File: src/rtl/cpu_pkg.sv
// Shared register-file geometry and the write-port request type.
package cpu_pkg;
  localparam int REG_ADDR_W = 5;
  localparam int DATA_W     = 32;
  localparam int NUM_REGS   = 32;
  localparam logic [REG_ADDR_W-1:0] REG_ZERO = 5'd0;

  // One register-file write as seen on the write port.
  typedef struct packed {
    logic                  we;
    logic [REG_ADDR_W-1:0] addr;
    logic [DATA_W-1:0]     data;
  } wr_req_t;
endpackage

File: src/rtl/rf_scoreboard.sv
// Busy scoreboard for the single outstanding MDU result and the ID-stage
// hazard stall derived from it.
module rf_scoreboard
  import cpu_pkg::*;
(
  input  logic                  clk,
  input  logic                  rst,
  input  logic                  i_issue,
  input  logic [REG_ADDR_W-1:0] i_issue_rd,
  input  logic                  i_xfer,
  input  logic [REG_ADDR_W-1:0] i_xfer_rd,
  input  logic [REG_ADDR_W-1:0] i_id_rs,
  input  logic [REG_ADDR_W-1:0] i_id_rt,
  input  logic [REG_ADDR_W-1:0] i_id_rd,
  input  logic                  i_id_uses_rt,
  input  logic                  i_id_writes,
  input  logic                  i_issue_req,
  output logic                  o_idle,
  output logic                  o_stall
);
  logic [NUM_REGS-1:0] r_busy;
  logic [NUM_REGS-1:0] w_busy_nxt;
  logic                r_idle;
  logic                w_idle_nxt;
  logic                w_issue_acc;

  // An issue is only taken while nothing is outstanding.
  assign w_issue_acc = i_issue & r_idle;

  // Completion clears first, then a new issue sets, so a same-register
  // issue in the completion cycle leaves the bit set.
  always_comb begin
    w_busy_nxt = r_busy;
    w_idle_nxt = r_idle;
    if (i_xfer) begin
      w_busy_nxt[i_xfer_rd] = 1'b0;
      w_idle_nxt            = 1'b1;
    end
    if (w_issue_acc) begin
      w_idle_nxt = 1'b0;
      if (i_issue_rd != REG_ZERO) w_busy_nxt[i_issue_rd] = 1'b1;
    end
    w_busy_nxt[0] = 1'b0;
  end

  // Scoreboard state.
  always_ff @(posedge clk or posedge rst) begin
    if (rst) begin
      r_busy <= '0;
      r_idle <= 1'b1;
    end else begin
      r_busy <= w_busy_nxt;
      r_idle <= w_idle_nxt;
    end
  end

  // Stall uses registered busy bits: a completing result releases next cycle.
  always_comb begin
    o_stall = r_busy[i_id_rs]
            | (i_id_uses_rt & r_busy[i_id_rt])
            | (i_id_writes  & r_busy[i_id_rd])
            | (i_issue_req  & ~r_idle);
  end

  assign o_idle = r_idle;
endmodule

File: src/rtl/rf_wb_scheduler.sv
// Single register-file write port shared by in-order pipeline writeback and
// the out-of-order MDU result, with starvation relief for the MDU.
module rf_wb_scheduler
  import cpu_pkg::*;
#(
  parameter int STARVE_LIMIT = 4,
  parameter int CNT_W        = 3
) (
  input  logic                  clk,
  input  logic                  rst,
  input  logic                  pipe_we,
  input  logic [REG_ADDR_W-1:0] pipe_waddr,
  input  logic [DATA_W-1:0]     pipe_wdata,
  output logic                  pipe_hold,
  input  logic                  mdu_issue,
  input  logic [REG_ADDR_W-1:0] mdu_issue_rd,
  output logic                  mdu_idle,
  input  logic                  mdu_valid,
  input  logic [REG_ADDR_W-1:0] mdu_rd,
  input  logic [DATA_W-1:0]     mdu_data,
  output logic                  mdu_ready,
  input  logic [REG_ADDR_W-1:0] id_rs,
  input  logic [REG_ADDR_W-1:0] id_rt,
  input  logic [REG_ADDR_W-1:0] id_rd,
  input  logic                  id_uses_rt,
  input  logic                  id_writes,
  output logic                  id_stall,
  output logic                  RegWrite,
  output logic [REG_ADDR_W-1:0] WriteRegister,
  output logic [DATA_W-1:0]     WriteData
);
  localparam logic [CNT_W-1:0] LIMIT = CNT_W'(STARVE_LIMIT);

  logic             r_pipe_hold;
  logic [CNT_W-1:0] r_cnt;
  logic [CNT_W-1:0] w_cnt_nxt;
  logic             w_grant_pipe;
  logic             w_mdu_ready;
  logic             w_xfer;
  logic             w_blocked;
  wr_req_t          r_wr;
  wr_req_t          w_wr_nxt;

  // Pipeline wins every conflict except during the one-cycle hold.
  assign w_grant_pipe = pipe_we & ~r_pipe_hold;
  assign w_mdu_ready  = mdu_valid & (~pipe_we | r_pipe_hold);
  assign w_xfer       = mdu_valid & w_mdu_ready;
  assign w_blocked    = mdu_valid & ~w_mdu_ready;

  // Count consecutive blocked cycles, saturating at the limit.
  always_comb begin
    w_cnt_nxt = '0;
    if (w_blocked) w_cnt_nxt = (r_cnt == LIMIT) ? r_cnt : r_cnt + 1'b1;
  end

  // Hold fires for one cycle once the count reaches the limit; in the hold
  // cycle the MDU is always ready, so the count clears there.
  always_ff @(posedge clk or posedge rst) begin
    if (rst) begin
      r_cnt       <= '0;
      r_pipe_hold <= 1'b0;
    end else begin
      r_cnt       <= w_cnt_nxt;
      r_pipe_hold <= (w_cnt_nxt == LIMIT) & ~r_pipe_hold;
    end
  end

  // Select the winning write; register 0 writes complete but never assert we.
  always_comb begin
    w_wr_nxt    = r_wr;
    w_wr_nxt.we = 1'b0;
    if (w_grant_pipe) begin
      w_wr_nxt.we   = (pipe_waddr != REG_ZERO);
      w_wr_nxt.addr = pipe_waddr;
      w_wr_nxt.data = pipe_wdata;
    end else if (w_xfer) begin
      w_wr_nxt.we   = (mdu_rd != REG_ZERO);
      w_wr_nxt.addr = mdu_rd;
      w_wr_nxt.data = mdu_data;
    end
  end

  // Registered write port.
  always_ff @(posedge clk or posedge rst) begin
    if (rst) r_wr <= '0;
    else     r_wr <= w_wr_nxt;
  end

  rf_scoreboard u_sb (
    .clk          (clk),
    .rst          (rst),
    .i_issue      (mdu_issue),
    .i_issue_rd   (mdu_issue_rd),
    .i_xfer       (w_xfer),
    .i_xfer_rd    (mdu_rd),
    .i_id_rs      (id_rs),
    .i_id_rt      (id_rt),
    .i_id_rd      (id_rd),
    .i_id_uses_rt (id_uses_rt),
    .i_id_writes  (id_writes),
    .i_issue_req  (mdu_issue),
    .o_idle       (mdu_idle),
    .o_stall      (id_stall)
  );

  assign pipe_hold     = r_pipe_hold;
  assign mdu_ready     = w_mdu_ready;
  assign RegWrite      = r_wr.we;
  assign WriteRegister = r_wr.addr;
  assign WriteData     = r_wr.data;
endmodule

File: config.mk
export PLATFORM = sky130hd
export DESIGN_NAME = rf_wb_scheduler
export DESIGN_NICKNAME = d
export VERILOG_FILES = /design/src/rtl/cpu_pkg.sv /design/src/rtl/rf_scoreboard.sv /design/src/rtl/rf_wb_scheduler.sv
export SDC_FILE = /design/constraint.sdc
export NUM_CORES = 1
export LEC_CHECK = 0
export CAP_MARGIN = 40
export CELL_PAD_IN_SITES_DETAIL_PLACEMENT = 2
export CELL_PAD_IN_SITES_GLOBAL_PLACEMENT = 2
export CORE_MARGIN = 4
export CORE_UTILIZATION = 30
export CTS_CLUSTER_SIZE = 40
export DETAILED_ROUTE_END_ITERATION = 8
export GPL_TIMING_DRIVEN = 1
export PLACE_DENSITY = 0.95
export RECOVER_POWER = 50
export SLEW_MARGIN = 0
export SYNTH_ARGS = -nofsm -noshare
export SYNTH_HDL_FRONTEND = slang
export SYNTH_SLANG_ARGS = --single-unit
File: constraint.sdc
create_clock -name clk -period 5.8 [get_ports clk]
set_input_delay 1.16 -clock clk [delete_from_list [all_inputs] [get_ports clk]]
set_output_delay 1.16 -clock clk [all_outputs]
set_load 0.005 [all_outputs]
==> impl_metrics.json, run 1 <==
{
  "postSynthCellCount": 418,
  "grt_max_degree": 51,
  "cts_root_buf": "clkbuf_16",
  "wl_per_cell_um": 26.0,
  "synth_cell_types": 47,
  "synth_area_per_cell_um2": 10.1,
  "die-area_um2": 16000,
  "row_count": 43,
  "antenna_found_initial": 1,
  "firstDrtPassIters": 5,
  "layout-drive-gt1-share": 0.0686,
  "min_path_type": "register to register",
  "die_x_um": 127,
  "sequentialPowerShare": 0.410,
  "grt_overflow_total": 0,
  "final_area_um2": 6060,
  "port_buffers": 142,
  "combPwrFrac": 0.231,
  "vias": 4082,
  "min_period_ns": 4.93,
  "coreArea_um2": 13800,
  "power_density_nw_per_um2": 265,
  "grt.total_usage": 0.242,
  "clock_sinks": 74,
  "cts_max_level": 3,
  "startpoint_type": "input pin",
  "viasPerCell": 5.55,
  "initial_core_util": 0.305,
  "synth_edf_count": 0,
  "drt_wl_total_um": 19100,
  "finalHoldViolCount": 0,
  "place_ws_ns": 0.902,
  "crit_type": "input pin to output port",
  "clockBufferDepth": 2,
  "fmax_mhz": 203,
  "p_clk_frac": 0.360,
  "ir_drop_mv": 0.165,
  "syn_area_um2": 4210,
  "status": "finished with violations",
  "slew_viol_final": 65,
  "async_flop_share": 1.00,
  "postPlaceCellArea_um2": 5780,
  "clock_latency_ns": 0.34,
  "violations": "capacitance limit, slew limit",
  "whs_ns": 0.520,
  "p_sw_frac": 0.291,
  "grt_pass1_vias": 4885,
  "dieHeight_um": 127,
  "pin_count": 143,
  "rsz0062_at_grt": "false",
  "cp.arrival_ns": 3.77,
  "p_int_mw": 1.14,
  "critPathLaunch": "id_rs[2]",
  "area_delta_synth_final_pct": 43.7,
  "cts_tree": "yes",
  "r2r-end": "RegWrite$_DFF_PP0_",
  "cts_setup_buffers": 0,
  "max_cap_violations": 2,
  "tightest_slew_ns": 1.99,
  "end_kind": "output port",
  "endpoint": "id_stall",
  "drt_iter0_markers": 266,
  "placed_cells": 718,
  "cts_resized": 0,
  "worstPathMaxFanout": 13,
  "cts.clk_slew.worst_paths_ns": 0.05,
  "total_power_mw": 1.60,
  "grt_pass1_wl_um": 29700,
  "setup_viol": 0,
  "gp_congestion": 0.890,
  "layout.core_utilization": 0.438,
  "cts_hold_buf": 0,
  "p_leak_nw": 2.50,
  "power_switching_mw": 0.466,
  "rr_worst_depth": 4,
  "syn_nets": 521,
  "synth-seq-area-share": 0.440,
  "drc": 0,
  "worst_slack_ns": 0.866,
  "fin_skew_ns": 0.0121,
  "fin_nets": 652,
  "ys_warn_count": 0,
  "r2r_start": "pipe_hold$_DFF_PP0_",
  "cts_buffers": 9,
  "place_hpwl_um": 13700,
  "post-route-period-util": 0.851,
  "ff2ff_setup_slack_ns": 3.00,
  "tns_ns": 0,
  "required_ns": 4.64,
  "slew_headroom": -0.328,
  "ant_nets": 0,
  "fin_cells": 735,
  "synth-main-ff-cell": "dfrtp_1",
  "synth-seq-cells": 74
}
==> critical path, stage by stage <==
cell             delay (ns)
clkdlybuf4s50_1        0.91
mux2_2                 0.30
o22ai_1                0.08
o41ai_1                0.60
a211oi_2               0.09
nand4_1                0.12
clkdlybuf4s50_1        0.50
==> worst min-delay path by stage <==
stage | from | end | slack (ns) | depth (start not counted)
final | u_sb.o_idle$_DFFE_PP1P_ | u_sb.o_idle$_DFFE_PP1P_ | 0.52 | 1
after global routing | u_sb.o_idle$_DFFE_PP1P_ | u_sb.o_idle$_DFFE_PP1P_ | 0.56 | 1
after CTS | u_sb.o_idle$_DFFE_PP1P_ | u_sb.o_idle$_DFFE_PP1P_ | 0.53 | 1
after detailed placement | u_sb.o_idle$_DFFE_PP1P_ | u_sb.o_idle$_DFFE_PP1P_ | 0.52 | 1
after global placement | u_sb.o_idle$_DFFE_PP1P_ | u_sb.o_idle$_DFFE_PP1P_ | 0.50 | 1
after floorplan | u_sb.r_busy[3]$_DFF_PP0_ | u_sb.r_busy[3]$_DFF_PP0_ | 0.50 | 2
==> logic make-up (layout without fill, tap and decap cells) <==
group | count (synthesis) | count (layout) | synth area share
buffers and inverters | 33 | 169 | 0.0359
DFF | 74 | 74 | 0.440
AOI/OAI and AO/OA | 126 | 126 | 0.172
xor gates and xnor gates | 1 | 1 | 0.00208
adders and majority gates | 2 | 2 | 0.00594
and+or+nand+nor | 113 | 113 | 0.141
muxes | 69 | 69 | 0.204
other | 0 | 1 | 0
==> power by group through the flow <==
stage                     combinational (mW)  clock [mW]  sequential (mW)
after detailed placement               0.366           0            0.661
after floorplan                        0.173           0            0.628
final                                  0.370       0.576            0.657
after global placement                 0.335           0            0.652
after CTS                              0.377       0.587            0.655
after global routing                   0.402       0.608            0.664
==> placed cells by master (no fill, tap or decap), types with 3 or more instances in the layout <==
master / Yosys / layout
clkdlybuf4s50_1: 0 / 130
o21ai_0: 101 / 101
dfrtp_1: 73 / 73
mux2i_1: 49 / 49
nand2_1: 49 / 49
nor2b_1: 13 / 13
nand3b_1: 11 / 11
dlygate4sd3_1: 0 / 11
mux2_2: 9 / 9
clkbuf_16: 0 / 9
inv_1: 7 / 7
nand2b_1: 7 / 7
nand3_1: 6 / 6
mux4_2: 6 / 6
nor2_1: 5 / 5
mux4_1: 5 / 5
a2111oi_0: 5 / 5
or3_1: 4 / 4
and3_1: 4 / 4
clkbuf_1: 15 / 4
o22ai_1: 3 / 3
==> flip-flops by register name, indices dropped and copies added, names as in the netlist <==
name,cells
WriteData,32
WriteRegister,5
u_sb.o_idle,1
r_cnt,3
pipe_hold,1
u_sb.r_busy,31
RegWrite,1
==> cell type report <==
cell class / instances / area (um2)
Multi-Input combinational cell: 311 / 2210
Fill cell: 1431 / 7770
Sequential cell: 74 / 1850
Clock buffer: 13 / 260
Timing Repair Buffer: 146 / 1440
Antenna cell: 1 / 2.50
Tap cell: 180 / 225
Clock inverter: 3 / 40.0
Inverter: 7 / 26.3
==> cell usage after synthesis, types with 3 or more instances <==
cell type,instances,area share
o21ai_0,101,0.12
dfrtp_1,73,0.43
mux2i_1,49,0.12
nand2_1,49,0.044
clkbuf_1,15,0.013
nor2b_1,13,0.019
nand3b_1,11,0.020
mux2_2,9,0.024
inv_1,7,0.0062
nand2b_1,7,0.010
mux4_2,6,0.032
nand3_1,6,0.0071
a2111oi_0,5,0.010
mux4_1,5,0.031
nor2_1,5,0.0045
and3_1,4,0.0059
buf_2,4,0.0048
or3_1,4,0.0059
buf_1,3,0.0027
o22ai_1,3,0.0045
==> layer usage <==
metal / vias up / global-route usage / share of wire
met3: 29 / 0.0855 / 0.087
met4: 0 / 0.0795 / 0.028
li1: 1815 / - / -
met2: 183 / 0.428 / 0.51
met1: 2055 / 0.271 / 0.38
met5: - / 0 / 0
Note: power is estimated with default switching activity, not from simulation.
==> inputs of run 2 (changes only) <==
--- a/config.mk
+++ b/config.mk
@@ -9,11 +9,12 @@
 export CELL_PAD_IN_SITES_DETAIL_PLACEMENT = 2
 export CELL_PAD_IN_SITES_GLOBAL_PLACEMENT = 2
 export CORE_MARGIN = 4
-export CORE_UTILIZATION = 30
+export CORE_UTILIZATION = 41
 export CTS_CLUSTER_SIZE = 40
 export DETAILED_ROUTE_END_ITERATION = 8
+export DONT_BUFFER_PORTS = 1
 export GPL_TIMING_DRIVEN = 1
-export PLACE_DENSITY = 0.95
+export PLACE_DENSITY = 0.93
 export RECOVER_POWER = 50
 export SLEW_MARGIN = 0
 export SYNTH_ARGS = -nofsm -noshare
==> run 2 against run 1 <==
The flow still finishes with violations (capacitance limit, slew limit). Critical path depth shrank 4. Non-clock buffer count shrank 143. Worst setup slack gained 1.2 ns. Sequential share of layout area grew 11 points. Critical endpoint is now WriteData[25]$_DFFE_PP0P_. Worst hold slack gained 0.021 ns. Routed wire length shrank 24%. Clock-buffer cell count shrank 2. Flip-flop and latch count is the same. First-iteration DRC count shrank 20%.
==> impl_metrics.json, run 2 (same netlist as run 1, synthesis figures left out) <==
{
  "status": "finished with violations",
  "violations": "capacitance limit, slew limit",
  "cts_setup_buffers": 0,
  "postPlaceCellArea_um2": 4310,
  "initial_core_util": 0.425,
  "grt_pass1_wl_um": 23000,
  "slew_headroom": -0.753,
  "end_kind": "register",
  "fin_nets": 509,
  "crit_family": "buffers and inverters",
  "cts_max_level": 3,
  "grt_pass1_vias": 4090,
  "gp_congestion": 0.799,
  "wl_per_cell_um": 26.8,
  "cts_tree": "yes",
  "dieHeight_um": 109,
  "tns_ns": 0,
  "multi_input_area_um2": 2210,
  "coreArea_um2": 9910,
  "fin_cells": 544,
  "vias": 3454,
  "row_count": 36,
  "finalHoldViolCount": 0,
  "port_buffers": 0,
  "ant_nets": 0,
  "min_path_type": "register to register",
  "crit_type": "input pin to register",
  "p_clk_frac": 0.313,
  "drt_iter0_markers": 213,
  "power_switching_mw": 0.380,
  "ir_drop_mv": 0.136,
  "final_cell_mix": "101 x o21ai_0, 73 x dfrtp_1, 49 x mux2i_1, 49 x nand2_1, 13 x nor2b_1",
  "final_common_cell": "o21ai_0",
  "tightest_slew_ns": 2.63,
  "cp.arrival_ns": 3.82,
  "sequentialPowerShare": 0.527,
  "clockBufferDepth": 2,
  "worstPathCellList": "nor2b_1 > clkbuf_1 > o21ai_0",
  "placed_cells": 528,
  "min_period_ns": 3.74,
  "p_int_mw": 0.880,
  "grt.total_usage": 0.255,
  "p_sw_frac": 0.302,
  "total_power_mw": 1.26,
  "firstDrtPassIters": 4,
  "cpPeakStageDelay_ns": 1.89,
  "area_delta_synth_final_pct": 6.24,
  "cts_resized": 0,
  "place_hpwl_um": 10800,
  "cts.clk_slew.worst_paths_ns": 0.08,
  "p_leak_nw": 1.88,
  "rsz0062_at_grt": "false",
  "crit_buf_inv": 1,
  "setup_viol": 0,
  "regArea_um2": 1850,
  "final_area_um2": 4480,
  "grt_max_degree": 76,
  "drc": 0,
  "fin_skew_ns": 0.00791,
  "fmax_mhz": 268,
  "cts_root_buf": "clkbuf_8",
  "antenna_found_initial": 0,
  "cts_hold_buf": 0,
  "clock_latency_ns": 0.35,
  "layout-drive-gt1-share": 0.0876,
  "die-area_um2": 12000,
  "slew_viol_final": 101,
  "post-route-period-util": 0.644,
  "cpMaxStageDelayCell": "clkbuf_1",
  "drt_wl_total_um": 14600,
  "fill_cells": 1053,
  "viasPerCell": 6.35,
  "die_x_um": 109,
  "max_cap_violations": 2,
  "cts_buffers": 9,
  "startpoint_type": "input pin",
  "pin_count": 143,
  "antenna_cells": 0,
  "clock_sinks": 74,
  "grt_overflow_total": 0,
  "combPwrFrac": 0.160,
  "required_ns": 5.88,
  "worstPathMaxFanout": 75,
  "largest_reg_flops": 32,
  "power_density_nw_per_um2": 281
}
[run 2: changes by cell type in the layout (fill, tap and decap cells not counted), sizes merged]
cell	delta
buf	-2
clkbuf	-2
clkdlybuf4s50	-130
clkinvlp	+2
diode	-1
dlygate4sd3	-11
[run 2: through the flow]
stage / hold slack [ns] / utilization / worst slack [ns]
after floorplan: 0.496 / - / 2.24
after global placement: 0.522 / 0.432 / 2.26
after detailed placement: 0.530 / 0.434 / 2.21
after CTS: 0.542 / 0.453 / 2.22
after global routing: 0.555 / 0.452 / 1.71
final: 0.541 / 0.452 / 2.06
[run 2: worst paths after layout]
check,startpoint,to,slack (ns),depth (start not counted)
min in group asynchronous,rst,WriteData[23]$_DFFE_PP0P_,1.22,2
worst max register to register,pipe_hold$_DFF_PP0_,WriteData[25]$_DFFE_PP0P_,2.42,3
worst min register to register,u_sb.o_idle$_DFFE_PP1P_,u_sb.o_idle$_DFFE_PP1P_,0.54,1
max in group asynchronous,rst,u_sb.o_idle$_DFFE_PP1P_,3.61,3
worst min-delay path,u_sb.o_idle$_DFFE_PP1P_,u_sb.o_idle$_DFFE_PP1P_,0.54,1
worst max-delay path,pipe_we,WriteData[25]$_DFFE_PP0P_,2.06,3
[run 2: per-layer routing]
metal,track usage,share of wire,wire [um]
met1,0.280,0.37,5430
met2,0.454,0.52,7600
met3,0.0963,0.092,1340
met4,0.0793,0.015,214
met5,0,0,0
[run 2: area by class of cell]
type	count	area share
clock buffers	11	0.0293
clock inverters	5	0.0123
inverters	7	0.00587
multi-input cells	311	0.494
flip-flops and latches	74	0.414
well taps	133	0.0372
repair buffers	3	0.00783
[run 2: power by group through the flow]
stage / combinational [mW] / sequential (mW) / clock (mW)
2_1_floorplan: 0.173 / 0.628 / 0
3_3_place_gp: 0.176 / 0.660 / 0
3_5_place_dp: 0.199 / 0.667 / 0
4_1_cts: 0.203 / 0.659 / 0.402
5_1_grt: 0.227 / 0.670 / 0.427
6_report: 0.202 / 0.663 / 0.395
==> inputs of run 3 (changes only) <==
--- a/config.mk
+++ b/config.mk
@@ -9,12 +9,12 @@
 export CELL_PAD_IN_SITES_DETAIL_PLACEMENT = 2
 export CELL_PAD_IN_SITES_GLOBAL_PLACEMENT = 2
 export CORE_MARGIN = 4
-export CORE_UTILIZATION = 41
+export CORE_UTILIZATION = 38
 export CTS_CLUSTER_SIZE = 40
 export DETAILED_ROUTE_END_ITERATION = 8
 export DONT_BUFFER_PORTS = 1
 export GPL_TIMING_DRIVEN = 1
-export PLACE_DENSITY = 0.93
+export PLACE_DENSITY = 0.87
 export RECOVER_POWER = 50
 export SLEW_MARGIN = 0
 export SYNTH_ARGS = -nofsm -noshare
==> constraint.sdc (replaced) <==
create_clock -name clk -period 3.65 [get_ports clk]
set_input_delay 0.73 -clock clk [delete_from_list [all_inputs] [get_ports clk]]
set_output_delay 0.73 -clock clk [all_outputs]
set_load 0.005 [all_outputs]
==> run 3 against run 2 <==
Routed wire length decreased by 11%. Die area increased by 7.3%. Combinational power increased by 51%. Worst setup slack got worse by 1.3 ns. The run still ends with capacitance limit, slew limit left. Sequential power increased by 57%. Clock-buffer cell count increased by 3. Cell count increased by 1.3%. Critical path depth increased by 2. Clock skew decreased by 0.0018 ns. Critical endpoint is now id_stall. Flip-flop and latch count unchanged. Non-clock buffer count unchanged.
==> impl_metrics.json, run 3 (same netlist as run 1, synthesis figures left out) <==
{
  "status": "finished with violations",
  "violations": "capacitance limit, slew limit",
  "min_path_type": "input pin to asynchronous set/reset pin",
  "final_cell_mix": "101 x o21ai_0, 73 x dfrtp_1, 49 x mux2i_1, 49 x nand2_1, 13 x nor2b_1",
  "fin_skew_ns": 0.00611,
  "cts_max_level": 3,
  "ant_nets": 0,
  "grt_overflow_total": 0,
  "end_kind": "output port",
  "clockBufferDepth": 2,
  "grt.total_usage": 0.210,
  "power_density_nw_per_um2": 434,
  "max_cap_violations": 2,
  "min_period_ns": 2.90,
  "dieHeight_um": 113,
  "vias": 3368,
  "startpoint_type": "register",
  "drt_iter0_markers": 161,
  "pin_count": 143,
  "antenna_cells": 0,
  "cts_setup_buffers": 0,
  "cts_tree": "yes",
  "place_hpwl_um": 9980,
  "final_common_cell": "o21ai_0",
  "fin_cells": 551,
  "drt_wl_total_um": 13000,
  "cts_resized": 0,
  "fmax_mhz": 344,
  "post-route-period-util": 0.795,
  "critPathLaunch": "u_sb.r_busy[24]$_DFF_PP0_",
  "clock_sinks": 74,
  "cts_root_buf": "clkbuf_8",
  "port_buffers": 0,
  "firstDrtPassIters": 4,
  "tns_ns": 0,
  "setup_viol": 0,
  "whs_ns": 0.405,
  "coreArea_um2": 10800,
  "cts_hold_buf": 0,
  "fill_cells": 1176,
  "ir_drop_mv": 0.194,
  "crit_type": "register to output port",
  "viasPerCell": 6.11,
  "tightest_slew_ns": 1.96,
  "layout-drive-gt1-share": 0.0876,
  "worstPathMaxFanout": 4,
  "fin_nets": 509,
  "slew_viol_final": 71,
  "grt_pass1_wl_um": 21200,
  "wl_per_cell_um": 23.6,
  "row_count": 38,
  "finalHoldViolCount": 0,
  "grt_pass1_vias": 3790,
  "clock_latency_ns": 0.35,
  "rsz0062_at_grt": "false",
  "cts.clk_slew.worst_paths_ns": 0.08,
  "cts_buffers": 9,
  "r2r_start": "pipe_hold$_DFF_PP0_",
  "slew_headroom": -0.309,
  "die-area_um2": 12800,
  "total_power_mw": 1.94,
  "initial_core_util": 0.389,
  "drc": 0,
  "p_leak_nw": 1.88,
  "layout.core_utilization": 0.412,
  "antenna_found_initial": 0,
  "gp_congestion": 0.821,
  "area_delta_synth_final_pct": 5.88,
  "placed_cells": 535,
  "required_ns": 2.92,
  "largest_reg_flops": 32,
  "grt_max_degree": 43,
  "die_x_um": 113,
  "cp.arrival_ns": 2.17
}
## run 3: changes by cell type in the layout (fill, tap and decap cells not counted), sizes merged
cell / previous run / this run
clkinvlp: 2 / 0
bufinv: 1 / 0
clkbuf: 13 / 16
## run 3: metal layers
metal  part of all wire  GRT usage
met5                  0          0
met4              0.012     0.0577
met3              0.074     0.0636
met2               0.51      0.363
met1               0.41      0.255
## run 3: area by class of cell
type	instances	area, um2	share of cell area
repair buffers	3	15.0	0.00337
flip-flops and latches	74	1850	0.415
clock buffers	14	173	0.0387
inverters	7	26.3	0.00589
multi-input cells	311	2210	0.495
well taps	140	175	0.0393
clock inverters	2	10.0	0.00224
## run 3: stage by stage
step                area (um2)  setup WS [ns]
detailed placement        4290          0.862
CTS                       4480          0.708
floorplan                 4210          0.946
finish                    4460          0.747
global route              4460          0.434
global placement          4290          0.866
## run 3: critical path: stages (launching register included)
cell,delay [ns]
dfrtp_1,0.42
nor2b_1,0.15
a2111oi_0,0.44
a2111oi_0,0.16
o41ai_1,0.49
nand4_1,0.18
## run 3: power breakdown
group | total (mW) | internal (mW) | switching, mW | leakage (nW)
Clock | 0.591 | 0.301 | 0.289 | 0.0965
Sequential | 1.04 | 0.922 | 0.121 | 0.931
Combinational | 0.305 | 0.158 | 0.146 | 0.855
## run 3: path summary, 6_finish.rpt
path,endpoint,slack (ns),cells after the start
max,id_stall,0.75,5
min,WriteData[11]$_DFFE_PP0P_,0.40,1
max reg2reg,WriteData[25]$_DFFE_PP0P_,0.86,4
min reg2reg,u_sb.o_idle$_DFFE_PP1P_,0.54,1
max in group asynchronous,WriteData[0]$_DFFE_PP0P_,1.10,2
min in group clk,u_sb.o_idle$_DFFE_PP1P_,0.43,1
